===== src/rtl/tens_minute_counter_if.sv =====
// tens_minute_counter_if: control/status bundle between the tens-minute digit and its environment
//   bin         borrow level from the ones digit
//   ones_count  current ones-minute BCD digit
//   SW          SW[4:1] mode select, SW[5] cancel, SW[0] unused
//   BTNU, BTND  start requests
//   count       tens-minute BCD digit
//   running     high while counting down
//   done        high once the cycle has finished
//   err         sticky borrow-at-zero flag
interface tens_minute_counter_if;
    logic       bin;
    logic [3:0] ones_count;
    logic [5:0] SW;
    logic       BTNU;
    logic       BTND;
    logic [3:0] count;
    logic       running;
    logic       done;
    logic       err;
    modport master (output bin, ones_count, SW, BTNU, BTND, input count, running, done, err);
    modport slave (input bin, ones_count, SW, BTNU, BTND, output count, running, done, err);
endinterface


===== src/rtl/tens_minute_counter.sv =====
// tens_minute_counter: tens-of-minutes countdown digit with per-mode load, end-of-cycle detect and borrow-at-zero error
//   CLK100MHZ  system clock, rising edge
//   RST        asynchronous active-high reset
//   bus        tens_minute_counter_if.slave (borrow/ones/switch/button inputs, count/running/done/err outputs)
module tens_minute_counter #(
    parameter logic [3:0] TENS_DELICATE = 4'd1,
    parameter logic [3:0] TENS_NORMAL   = 4'd3,
    parameter logic [3:0] TENS_POWER    = 4'd4,
    parameter logic [3:0] TENS_DRYER    = 4'd6
) (
    input  logic                  CLK100MHZ,
    input  logic                  RST,
    tens_minute_counter_if.slave  bus
);
    typedef enum logic [1:0] {IDLE, RUN, DONE} state_t;
    state_t     state_q, state_d;
    logic [3:0] count_q, count_d;
    logic       err_q, err_d;
    logic       old_bin_q;
    logic       bedge, start, cancel, at_end;
    logic [3:0] mode_val;
    logic       unused_sw0;
    assign unused_sw0 = bus.SW[0];
    always_comb begin
        bedge    = bus.bin & ~old_bin_q;
        cancel   = bus.SW[5];
        start    = (bus.BTNU | bus.BTND) & (|bus.SW[4:1]) & ~cancel;
        mode_val = bus.SW[4] ? TENS_DRYER : bus.SW[3] ? TENS_POWER : bus.SW[2] ? TENS_NORMAL : TENS_DELICATE;
        at_end   = (count_q == 4'd0) && (bus.ones_count == 4'd0);
        state_d  = state_q;
        count_d  = count_q;
        err_d    = err_q;
        case (state_q)
            IDLE: begin
                count_d = start ? mode_val : 4'd0;
                state_d = start ? RUN : IDLE;
            end
            RUN: begin
                // Cancel beats end detect, which beats any borrow in the same cycle.
                if (cancel) begin
                    count_d = 4'd0;
                    state_d = IDLE;
                end else if (at_end) begin
                    state_d = DONE;
                end else if (bedge && count_q != 4'd0) begin
                    count_d = count_q - 4'd1;
                end else if (bedge) begin
                    err_d   = 1'b1;
                    state_d = DONE;
                end
            end
            DONE: begin
                count_d = 4'd0;
                state_d = (bus.SW[4:1] == 4'd0 || cancel) ? IDLE : DONE;
            end
            default: begin
                count_d = 4'd0;
                state_d = IDLE;
            end
        endcase
    end
    always_ff @(posedge CLK100MHZ or posedge RST) begin
        if (RST) begin
            state_q   <= IDLE;
            count_q   <= 4'd0;
            err_q     <= 1'b0;
            old_bin_q <= 1'b0;
        end else begin
            state_q   <= state_d;
            count_q   <= count_d;
            err_q     <= err_d;
            old_bin_q <= bus.bin;
        end
    end
    assign bus.count   = count_q;
    assign bus.running = state_q == RUN;
    assign bus.done    = state_q == DONE;
    assign bus.err     = err_q;
endmodule


===== src/flat_wrapper.sv =====
// flat-port wrapper written by rule: the top's interface ports become plain ports
module tens_minute_counter_flat 
#(
    parameter logic [3:0] TENS_DELICATE = 4'd1,
    parameter logic [3:0] TENS_NORMAL   = 4'd3,
    parameter logic [3:0] TENS_POWER    = 4'd4,
    parameter logic [3:0] TENS_DRYER    = 4'd6
)
  (CLK100MHZ, RST, bus_bin, bus_ones_count, bus_SW, bus_BTNU, bus_BTND, bus_count, bus_running, bus_done, bus_err);
  tens_minute_counter_if bus_i ();
  input  logic CLK100MHZ;
  input  logic RST;
  input wire logic [$bits(bus_i.bin)-1:0] bus_bin;
  input wire logic [$bits(bus_i.ones_count)-1:0] bus_ones_count;
  input wire logic [$bits(bus_i.SW)-1:0] bus_SW;
  input wire logic [$bits(bus_i.BTNU)-1:0] bus_BTNU;
  input wire logic [$bits(bus_i.BTND)-1:0] bus_BTND;
  output wire logic [$bits(bus_i.count)-1:0] bus_count;
  output wire logic [$bits(bus_i.running)-1:0] bus_running;
  output wire logic [$bits(bus_i.done)-1:0] bus_done;
  output wire logic [$bits(bus_i.err)-1:0] bus_err;
  assign bus_i.bin = bus_bin;
  assign bus_i.ones_count = bus_ones_count;
  assign bus_i.SW = bus_SW;
  assign bus_i.BTNU = bus_BTNU;
  assign bus_i.BTND = bus_BTND;
  assign bus_count = bus_i.count;
  assign bus_running = bus_i.running;
  assign bus_done = bus_i.done;
  assign bus_err = bus_i.err;
  tens_minute_counter #(.TENS_DELICATE(TENS_DELICATE), .TENS_NORMAL(TENS_NORMAL), .TENS_POWER(TENS_POWER), .TENS_DRYER(TENS_DRYER)) u_core (.CLK100MHZ(CLK100MHZ), .RST(RST), .bus(bus_i));
endmodule

===== config.mk =====
export PLATFORM = sky130hd
export DESIGN_NAME = tens_minute_counter_flat
export DESIGN_NICKNAME = d
export VERILOG_FILES = /design/src/rtl/tens_minute_counter_if.sv /design/src/rtl/tens_minute_counter.sv /design/src/flat_wrapper.sv
export SDC_FILE = /design/constraint.sdc
export NUM_CORES = 1
export LEC_CHECK = 0
export CAP_MARGIN = 40
export CORE_MARGIN = 8
export CORE_UTILIZATION = 36
export DETAILED_ROUTE_END_ITERATION = 16
export PLACE_DENSITY = 0.73
export SETUP_SLACK_MARGIN = 0.3
export SLEW_MARGIN = 5
export SYNTH_ARGS = -nofsm -noshare
export SYNTH_HDL_FRONTEND = slang
export SYNTH_SLANG_ARGS = --single-unit

===== constraint.sdc =====
create_clock -name CLK100MHZ -period 1.43 [get_ports CLK100MHZ]
set_input_delay 0.286 -clock CLK100MHZ [delete_from_list [all_inputs] [get_ports CLK100MHZ]]
set_output_delay 0.286 -clock CLK100MHZ [all_outputs]
set_load 0.1 [all_outputs]

==> results of run 1 <==
-- through the flow --
| step | TNS [ns] | util, % | cells | total power, mW |
|---|---|---|---|---|
| 4_1_cts | -0.304 | 79.2 | 109 | 1.23 |
| 3_3_place_gp | -1.64 | 70.8 | 101 | 0.983 |
| 6_report | -0.357 | 81.0 | 110 | 1.27 |
| 3_5_place_dp | -1.84 | 70.8 | 101 | 0.994 |
| 2_1_floorplan | -1.05 | - | 55 | 0.705 |
| 5_1_grt | -0.651 | 81.0 | 110 | 1.32 |
-- final cells by class --
class	instances	area, um^2	share of cell area [%]
multi-input combinational	41	363	34.0
inverter	5	23.8	2.23
timing repair buffer	38	427	40.0
clock buffer	3	22.5	2.11
tap	15	18.8	1.76
sequential	8	213	19.9
-- logic make-up after synthesis --
logic type | count (synthesis) | synth area share [%]
adder cells (fa/ha/maj) | 2 | 4.93
AO/OA/AOI/OAI | 15 | 21.2
AND/OR/NAND/NOR | 24 | 30.0
flip-flops | 8 | 39.4
buffers and inverters | 6 | 4.43
-- cells in the mapped netlist --
| cell | n | area [um^2] |
|---|---|---|
| sky130_fd_sc_hd__a31oi_1 | 1 | 6.26 |
| sky130_fd_sc_hd__nand2b_1 | 1 | 6.26 |
| sky130_fd_sc_hd__or4_1 | 6 | 45.0 |
| sky130_fd_sc_hd__clkbuf_1 | 1 | 3.75 |
| sky130_fd_sc_hd__or3b_2 | 1 | 8.76 |
| sky130_fd_sc_hd__ha_1 | 2 | 25.0 |
| sky130_fd_sc_hd__o211ai_1 | 2 | 15.0 |
| sky130_fd_sc_hd__inv_1 | 5 | 18.8 |
| sky130_fd_sc_hd__and2b_1 | 1 | 7.51 |
| sky130_fd_sc_hd__o22a_1 | 1 | 8.76 |
| sky130_fd_sc_hd__o21ba_2 | 1 | 10.0 |
| sky130_fd_sc_hd__a41o_1 | 1 | 10.0 |
| sky130_fd_sc_hd__a32o_1 | 1 | 10.0 |
| sky130_fd_sc_hd__o21ai_0 | 4 | 20.0 |
| sky130_fd_sc_hd__nor2b_1 | 3 | 18.8 |
| sky130_fd_sc_hd__o2111ai_1 | 2 | 17.5 |
| sky130_fd_sc_hd__nor3b_1 | 2 | 15.0 |
| sky130_fd_sc_hd__or3_1 | 1 | 6.26 |
| sky130_fd_sc_hd__nand3_1 | 3 | 15.0 |
| sky130_fd_sc_hd__a21oi_1 | 2 | 10.0 |
| sky130_fd_sc_hd__nor2_1 | 4 | 15.0 |
| sky130_fd_sc_hd__nand2_1 | 1 | 3.75 |
| sky130_fd_sc_hd__dfrtp_1 | 8 | 200 |
| sky130_fd_sc_hd__or3b_4 | 1 | 11.3 |
-- sequential cells by signal (all words and copies together) (netlist names) --
| register | cells |
|---|---|
| u_core.bus.count | 4 |
| u_core.bus.err | 1 |
| u_core.old_bin_q | 1 |
| u_core.state_q | 2 |
-- how the worst max path moves through the flow --
stage / slack [ns] / from / endpoint
2_1_floorplan: -0.19 / u_core.bus.count[1] / u_core.bus.count[2]
3_3_place_gp: -0.35 / bus_SW[5] / u_core.bus.count[1]
3_5_place_dp: -0.39 / bus_SW[5] / u_core.bus.count[0]
4_1_cts: -0.09 / u_core.bus.count[0] / u_core.bus.count[3]
5_1_grt: -0.17 / u_core.bus.count[0] / u_core.bus.count[3]
6_report: -0.14 / u_core.bus.count[0] / u_core.bus.count[3]
-- metal layers --
layer,up-vias,global-route usage [%]
met4,0,2.94
met2,24,24.6
met5,-,0
met1,306,17.9
li1,292,-
met3,2,6.34
-- worst max-delay path: cells and delay by family (launching register included) --
kind / cells / cell delay, ns
AND/OR/NAND/NOR: 2 / 0.85
AO/OA/AOI/OAI: 1 / 0.15
flip-flops: 1 / 0.50
-- cell usage in the layout, fill, tap and decap left out, types with 2 or more instances in the layout --
master / instances
sky130_fd_sc_hd__dfrtp_4: 2
sky130_fd_sc_hd__ha_4: 2
sky130_fd_sc_hd__o211ai_1: 2
sky130_fd_sc_hd__o21ai_0: 3
sky130_fd_sc_hd__buf_6: 6
sky130_fd_sc_hd__or3b_4: 2
sky130_fd_sc_hd__or4_4: 2
sky130_fd_sc_hd__clkbuf_4: 3
sky130_fd_sc_hd__o2111ai_1: 2
sky130_fd_sc_hd__buf_4: 12
sky130_fd_sc_hd__clkdlybuf4s50_1: 12
sky130_fd_sc_hd__buf_12: 7
sky130_fd_sc_hd__nand3_1: 3
sky130_fd_sc_hd__nor2b_1: 2
sky130_fd_sc_hd__or4_1: 4
sky130_fd_sc_hd__dfrtp_2: 4
sky130_fd_sc_hd__dfrtp_1: 2
sky130_fd_sc_hd__inv_1: 2
sky130_fd_sc_hd__inv_4: 2
sky130_fd_sc_hd__nor2_1: 3
-- power by group through the flow --
stage	clock (mW)	combinational, mW	sequential, mW
4_1_cts	0.178	0.749	0.307
6_report	0.178	0.780	0.309
2_1_floorplan	0	0.207	0.498
3_3_place_gp	0	0.676	0.307
3_5_place_dp	0	0.686	0.308
5_1_grt	0.192	0.813	0.313
-- repair_timing --
action | CTS | global route
gates resized for setup | 14 | 3
setup endpoints to repair | 14 | 14
setup buffers | 5 | 1
pin swaps | 5 | 1
==> impl_summary.log, run 1 <==
INFO  metric ctsHtreeMaxLevel = 1
INFO  metric cp_cell_sequence = or3_4 > or4_4 > a21oi_4
INFO  metric die_w = roughly 54 um
INFO  metric irDropWorstVdd = between 0.001 and 0.0015 V
INFO  metric comb_power_share = a little over 60%
INFO  metric placed_cell_area = roughly 930 um^2
INFO  metric worstPathArrival = ~1.8 ns
INFO  metric routed-wl-met3 = 129 um
INFO  metric crit_required = 1.61 ns
INFO  metric yosys_register_bits = 8
INFO  metric timing.final.setup_violations = 8
INFO  metric synth.avg_cell_area = roughly 9.2 um^2
INFO  metric unrepaired_setup_endpoints_after_global_routing = true
INFO  metric p_clk_share = between 10% and 20%
INFO  metric r2r_start = u_core.bus.count[0]
INFO  metric route.layer.met1.wl = 753 um
INFO  metric placement_rows = 13
INFO  metric io_pins = 22
INFO  metric violated_checks = setup timing
INFO  metric routabilityCongestion = ~0.83
INFO  metric areal_power_density_over_the_cells = about 1200 nW/um^2
INFO  metric critPathMaxFanout = 3
INFO  metric critical-path-max-stage-delay = about 0.5 ns
INFO  metric netlist-cell-type-count = 24
INFO  metric cp_slowest_cell = sky130_fd_sc_hd__dfrtp_4
INFO  metric finalInstanceArea = 1070 um^2
INFO  metric post-route-period-util = 110%
INFO  metric dp_worst_setup_slack = -0.393 ns
INFO  metric drcViolationCount = 0
INFO  metric syn_inst = 55
INFO  metric route.antenna.remaining_nets = 0
INFO  metric grt_pass1_vias = about 640
INFO  metric leakage = about 0.45 nW
INFO  metric syn-num-nets = 72
INFO  metric fillCellCount = 81
INFO  metric core_area = ~1300 um^2
INFO  metric die_height = 53.6 um
INFO  metric run_status = finished with violations
INFO  metric cts_tree = yes
INFO  metric drive_above_1_share = a little over half
INFO  metric fin_nets = about 110
INFO  metric detail_route.wirelength = between 1500 and 2000 um
INFO  metric cts.reportedPaths.clkPinSlew = approximately 0.060 ns
INFO  metric synth_seq_area_share = 39.4%
INFO  metric drt_iter0_markers = 12
INFO  metric power.share.sequential = about a quarter
INFO  metric timing.max_slew.rel_slack = 71.6%
INFO  metric tritoncts.num_buffers = 3
INFO  metric via_count = 624
INFO  metric switching_power = between 500 and 600 uW
INFO  metric critPathCaptureType = flip-flop
INFO  metric whs = 0.279 ns
INFO  metric regToRegEndpoint = u_core.bus.count[3]
INFO  metric slew_violations = 0
INFO  metric cts.sink_count = 8
INFO  metric grt_antenna_before_repair = 0
INFO  metric critical_path_class = flip-flop to flip-flop
INFO  metric clkLatencyLatePin = roughly 0.26 ns
INFO  metric placement.io_buffers = 20
INFO  metric synthToLayoutAreaGrowth = 110%
INFO  metric floorplan.initialDensity = about two fifths
INFO  metric finalHoldViolations = 0
INFO  metric first_pass_grt_wire_length = ~3100 um
INFO  metric area_of_the_die = about 2900 um^2
INFO  metric synth.cell_area = 508 um^2
INFO  metric max_freq = 637 MHz
INFO  metric clk_root_buffer_cell = sky130_fd_sc_hd__clkbuf_4
INFO  metric hp-class = input port to asynchronous set/reset pin
INFO  metric postCtsHoldBufs = 0
INFO  metric final.setup.worst_slack = -0.140 ns
INFO  metric avgViaCountPerCell = 5.67
INFO  metric grt_remaining_overflow = 0
INFO  metric hpwl = 1350 um
INFO  metric r2r_setup_slack = -0.14 ns
INFO  metric firstDrtPassIters = 4
INFO  metric n_antenna_cell = 0
INFO  metric finClkSkew = 0.00293 ns
INFO  metric groute.usage.overall = between 10% and 20%
INFO  metric wire_per_inst = around 17 um
INFO  metric yosysWarnings = 0
INFO  metric depth_of_the_worst_register_to_register_path = 3
INFO  metric clock_path_buffers = 2
INFO  metric worst-slew-pin-transition = about 0.42 ns
INFO  metric power_report.internal_total = 718 uW
INFO  metric power_switching_share = between 40 and 50%
INFO  metric final_period_minus_worst_setup_slack = approximately 1.6 ns
INFO  metric grt_start_max_net_pins = 9
INFO  metric met2_length = roughly 990 um
INFO  metric timing.max_cap.violations = 0
INFO  metric uppermost_metal_layer_occupied_by_signal_nets = met4
INFO  metric startpoint_type = flip-flop
Power figures use the tool's default switching activity.
==> run 2, diff against run 1 <==
--- a/config.mk
+++ b/config.mk
@@ -7,9 +7,9 @@
 export LEC_CHECK = 0
 export CAP_MARGIN = 40
 export CORE_MARGIN = 8
-export CORE_UTILIZATION = 36
+export CORE_UTILIZATION = 39
 export DETAILED_ROUTE_END_ITERATION = 16
-export PLACE_DENSITY = 0.73
+export PLACE_DENSITY_LB_ADDON = 0.25
 export SETUP_SLACK_MARGIN = 0.3
 export SLEW_MARGIN = 5
 export SYNTH_ARGS = -nofsm -noshare
==> constraint.sdc (replaced) <==
create_clock -name CLK100MHZ -period 1.5 [get_ports CLK100MHZ]
set_input_delay 0.3 -clock CLK100MHZ [delete_from_list [all_inputs] [get_ports CLK100MHZ]]
set_output_delay 0.3 -clock CLK100MHZ [all_outputs]
set_load 0.1 [all_outputs]
==> run 2 against run 1 <==
  * Critical path depth unchanged
  * Maximum frequency rose by 2.8%
  * Non-clock buffer count is the same
  * First-iteration DRC count shrank 25%
  * Worst hold slack better by 0.011 ns
  * Largest cell class unchanged
  * The run still ends with setup timing left
  * Critical endpoint is now u_core.bus.count[1]
  * Sequential share of layout area fell by 0.16 points
  * Clock power increased by 3%
  * Register-to-register slack improved by 0.11 ns
  * Highest routed layer unchanged
==> impl_summary.log, run 2 (synthesized netlist as in run 1, its figures left out) <==
INFO  metric run_status = finished with violations (unchanged)
INFO  metric violated_checks = setup timing (unchanged)
INFO  metric critical_path_class = flip-flop to flip-flop (unchanged)
INFO  metric clk_root_buffer_cell = sky130_fd_sc_hd__clkbuf_4 (unchanged)
INFO  metric clock_path_buffers = 2 (unchanged)
INFO  metric tritoncts.num_buffers = 3 (unchanged)
INFO  metric drive_above_1_share = 54.2% (was 53.7%)
INFO  metric crit_required = 1.69 ns (was 1.61 ns)
INFO  metric dp_worst_setup_slack = -0.312 ns (was -0.393 ns)
INFO  metric power.share.sequential = 23.8% (was 24.4%)
INFO  metric cts.reportedPaths.clkPinSlew = 0.06 ns (about the same)
INFO  metric critPathMaxFanout = 4 (was 3)
INFO  metric post-route-period-util = 102% (was 110%)
INFO  metric placement.io_buffers = 20 (unchanged)
INFO  metric io_pins = 22 (unchanged)
INFO  metric p_clk_share = 15.1% (was 14.0%)
INFO  metric comb_power_share = 61.1% (was 61.6%)
INFO  metric die_height = 52.1 um (was 53.6 um)
INFO  metric grt_remaining_overflow = 0 (unchanged)
INFO  metric switching_power = 529 uW (was 548 uW)
INFO  metric avgViaCountPerCell = 5.64 (was 5.67)
INFO  metric placement_rows = 13 (unchanged)
INFO  metric most_common_cell_after_layout_fill_and_taps_aside = sky130_fd_sc_hd__buf_4
INFO  metric critPathCaptureType = flip-flop (unchanged)
INFO  metric leakage = 0.464 nW (was 0.447 nW)
INFO  metric finClkSkew = 0.00643 ns (was 0.00293 ns)
INFO  metric cts.sink_count = 8 (unchanged)
INFO  metric clkLatencyLatePin = 0.26 ns (about the same)
INFO  metric final_period_minus_worst_setup_slack = 1.53 ns (was 1.57 ns)
INFO  metric grt_start_max_net_pins = 9 (unchanged)
INFO  metric drcViolationCount = 0 (unchanged)
INFO  metric unrepaired_setup_endpoints_after_global_routing = true (unchanged)
INFO  metric die_w = 52.1 um (was 53.6 um)
INFO  metric timing.final.setup_violations = 4 (was 8)
INFO  metric finalHoldViolations = 0 (unchanged)
INFO  metric timing.max_slew.rel_slack = 77.4% (was 71.6%)
INFO  metric critical-path-max-stage-delay = 0.53 ns (was 0.50 ns)
INFO  metric final.setup.worst_slack = -0.0278 ns (was -0.140 ns)
INFO  metric whs = 0.290 ns (was 0.279 ns)
INFO  metric wire_per_inst = 17.5 um (was 17.2 um)
INFO  metric irDropWorstVdd = 0.00118 V (was 0.00135 V)
INFO  metric cp_cell_sequence = or3b_4 > or4_4 > nand3_2 (was or3_4 > or4_4 > a21oi_4)
INFO  metric detail_route.wirelength = 1940 um (was 1890 um)
INFO  metric hp-class = input port to asynchronous set/reset pin (unchanged)
INFO  metric firstDrtPassIters = 4 (unchanged)
INFO  metric synthToLayoutAreaGrowth = 111% (was 110%)
INFO  metric cpLargestDelayFamily = simple AND/OR/NAND/NOR gates (unchanged)
INFO  metric worstPathArrival = 1.71 ns (was 1.75 ns)
INFO  metric power_report.internal_total = 690 uW (was 718 uW)
INFO  metric hpwl = 1280 um (was 1350 um)
INFO  metric r2r_start = u_core.state_q[1] (was u_core.bus.count[0])
INFO  metric fillCellCount = 64 (was 81)
INFO  metric seqCellArea = 211 um^2 (was 213 um^2)
INFO  metric grt_pass1_vias = 660 (was 635)
INFO  metric max_freq = 655 MHz (was 637 MHz)
INFO  metric ctsHtreeMaxLevel = 1 (unchanged)
INFO  metric postCtsHoldBufs = 0 (unchanged)
INFO  metric route.antenna.remaining_nets = 0 (unchanged)
INFO  metric via_count = 626 (was 624)
INFO  metric routabilityCongestion = 0.800 (was 0.828)
INFO  metric cp_slowest_cell = sky130_fd_sc_hd__or4_4 (was sky130_fd_sc_hd__dfrtp_4)
INFO  metric cts_tree = yes (unchanged)
INFO  metric groute.usage.overall = 13.7% (was 14.9%)
INFO  metric floorplan.initialDensity = 40.6% (was 38.6%)
INFO  metric grt_antenna_before_repair = 0 (unchanged)
INFO  metric multi_input_comb_area = 367 um^2 (was 363 um^2)
INFO  metric largest_reg_flops = 4 (unchanged)
INFO  metric worst-slew-pin-transition = 0.339 ns (was 0.421 ns)
INFO  metric report.power.total = 1.22 mW (was 1.27 mW)
INFO  metric power_switching_share = 43.4% (was 43.3%)
INFO  metric area_of_the_die = 2710 um^2 (was 2870 um^2)
INFO  metric mostFrequentLayoutCells = 13 x sky130_fd_sc_hd__buf_4, 12 x sky130_fd_sc_hd__clkdlybuf4s50_1, 7 x sky130_fd_sc_hd__buf_12, 5 x sky130_fd_sc_hd__buf_6 (was 12 x sky130_fd_sc_hd__clkdlybuf4s50_1, 12 x sky130_fd_sc_hd__buf_4, 7 x sky130_fd_sc_hd__buf_12, 6 x sky130_fd_sc_hd__buf_6)
INFO  metric fin_nets = 114 (unchanged)
INFO  metric n_antenna_cell = 0 (unchanged)
INFO  metric core_area = 1250 um^2 (was 1320 um^2)
INFO  metric timing.max_cap.violations = 0 (unchanged)
INFO  metric cp-startpoint = u_core.state_q[1] (was u_core.bus.count[0])
INFO  metric crit_buf_inv = 0 (unchanged)
INFO  metric startpoint_type = flip-flop (unchanged)
INFO  metric first_pass_grt_wire_length = 2790 um (was 3080 um)
INFO  metric drt_iter0_markers = 9 (was 12)
INFO  metric areal_power_density_over_the_cells = 1140 nW/um^2 (was 1190 nW/um^2)
INFO  metric timing.setup.tns = -0.0693 ns (was -0.357 ns)
INFO  metric slew_violations = 0 (unchanged)
-- run 2: worst paths after layout --
path                                        to  slack, ns  cells past startpoint
max in group asynchronous  u_core.bus.count[1]       0.92                      2
hold reg to reg                 u_core.bus.err       0.54                      1
setup reg to reg           u_core.bus.count[1]      -0.03                      3
min in group CLK100MHZ          u_core.bus.err       0.54                      1
setup / recovery           u_core.bus.count[1]      -0.03                      3
hold / removal             u_core.bus.count[0]       0.29                      2
-- run 2: what timing repair did --
item | 4_1_cts | 5_1_grt
gates resized for setup | 11 | 7
buffers inserted | 3 | 2
endpoints found under the setup margin | 13 | 13
pin swaps | 6 | 6
endpoints found under the hold margin | 0 | 0
-- run 2: layer usage --
metal	up-vias	track usage, %	wire length (um)
met4	0	6.64	44
met1	308	14.4	814
met3	6	5.98	83
met5	-	0	0
li1	294	-	-
met2	18	22.8	1000
-- run 2: power by group through the flow --
stage          clock, mW  combinational (mW)  sequential (mW)
2_1_floorplan          0               0.198            0.472
3_3_place_gp           0               0.649            0.290
3_5_place_dp           0               0.657            0.290
4_1_cts            0.192               0.702            0.291
5_1_grt            0.203               0.777            0.294
6_report           0.184               0.746            0.290
-- run 2: cell type report --
cell class | count | share of cell area [%]
clock buffers | 4 | 2.46
inverters | 5 | 2.22
multi-input cells | 41 | 34.3
flip-flops and latches | 8 | 19.8
well taps | 15 | 1.75
repair buffers | 38 | 39.5
-- run 2: stage by stage --
stage / std cells / area [um^2] / util (%)
2_1_floorplan: 55 / 556 / -
3_3_place_gp: 102 / 938 / 74.9
4_1_cts: 109 / 1030 / 81.9
5_1_grt: 111 / 1070 / 85.4
6_report: 111 / 1070 / 85.4
3_5_place_dp: 102 / 938 / 74.9
==> run 3, diff against run 2 <==
--- a/config.mk
+++ b/config.mk
@@ -9,9 +9,9 @@
 export CORE_MARGIN = 8
 export CORE_UTILIZATION = 39
 export DETAILED_ROUTE_END_ITERATION = 16
+export HOLD_SLACK_MARGIN = 0.1
 export PLACE_DENSITY_LB_ADDON = 0.25
 export SETUP_SLACK_MARGIN = 0.3
-export SLEW_MARGIN = 5
 export SYNTH_ARGS = -nofsm -noshare
 export SYNTH_HDL_FRONTEND = slang
 export SYNTH_SLANG_ARGS = --single-unit
==> results of run 3 <==
No change in the layout: final DEF, timing and power equal those of run 2.
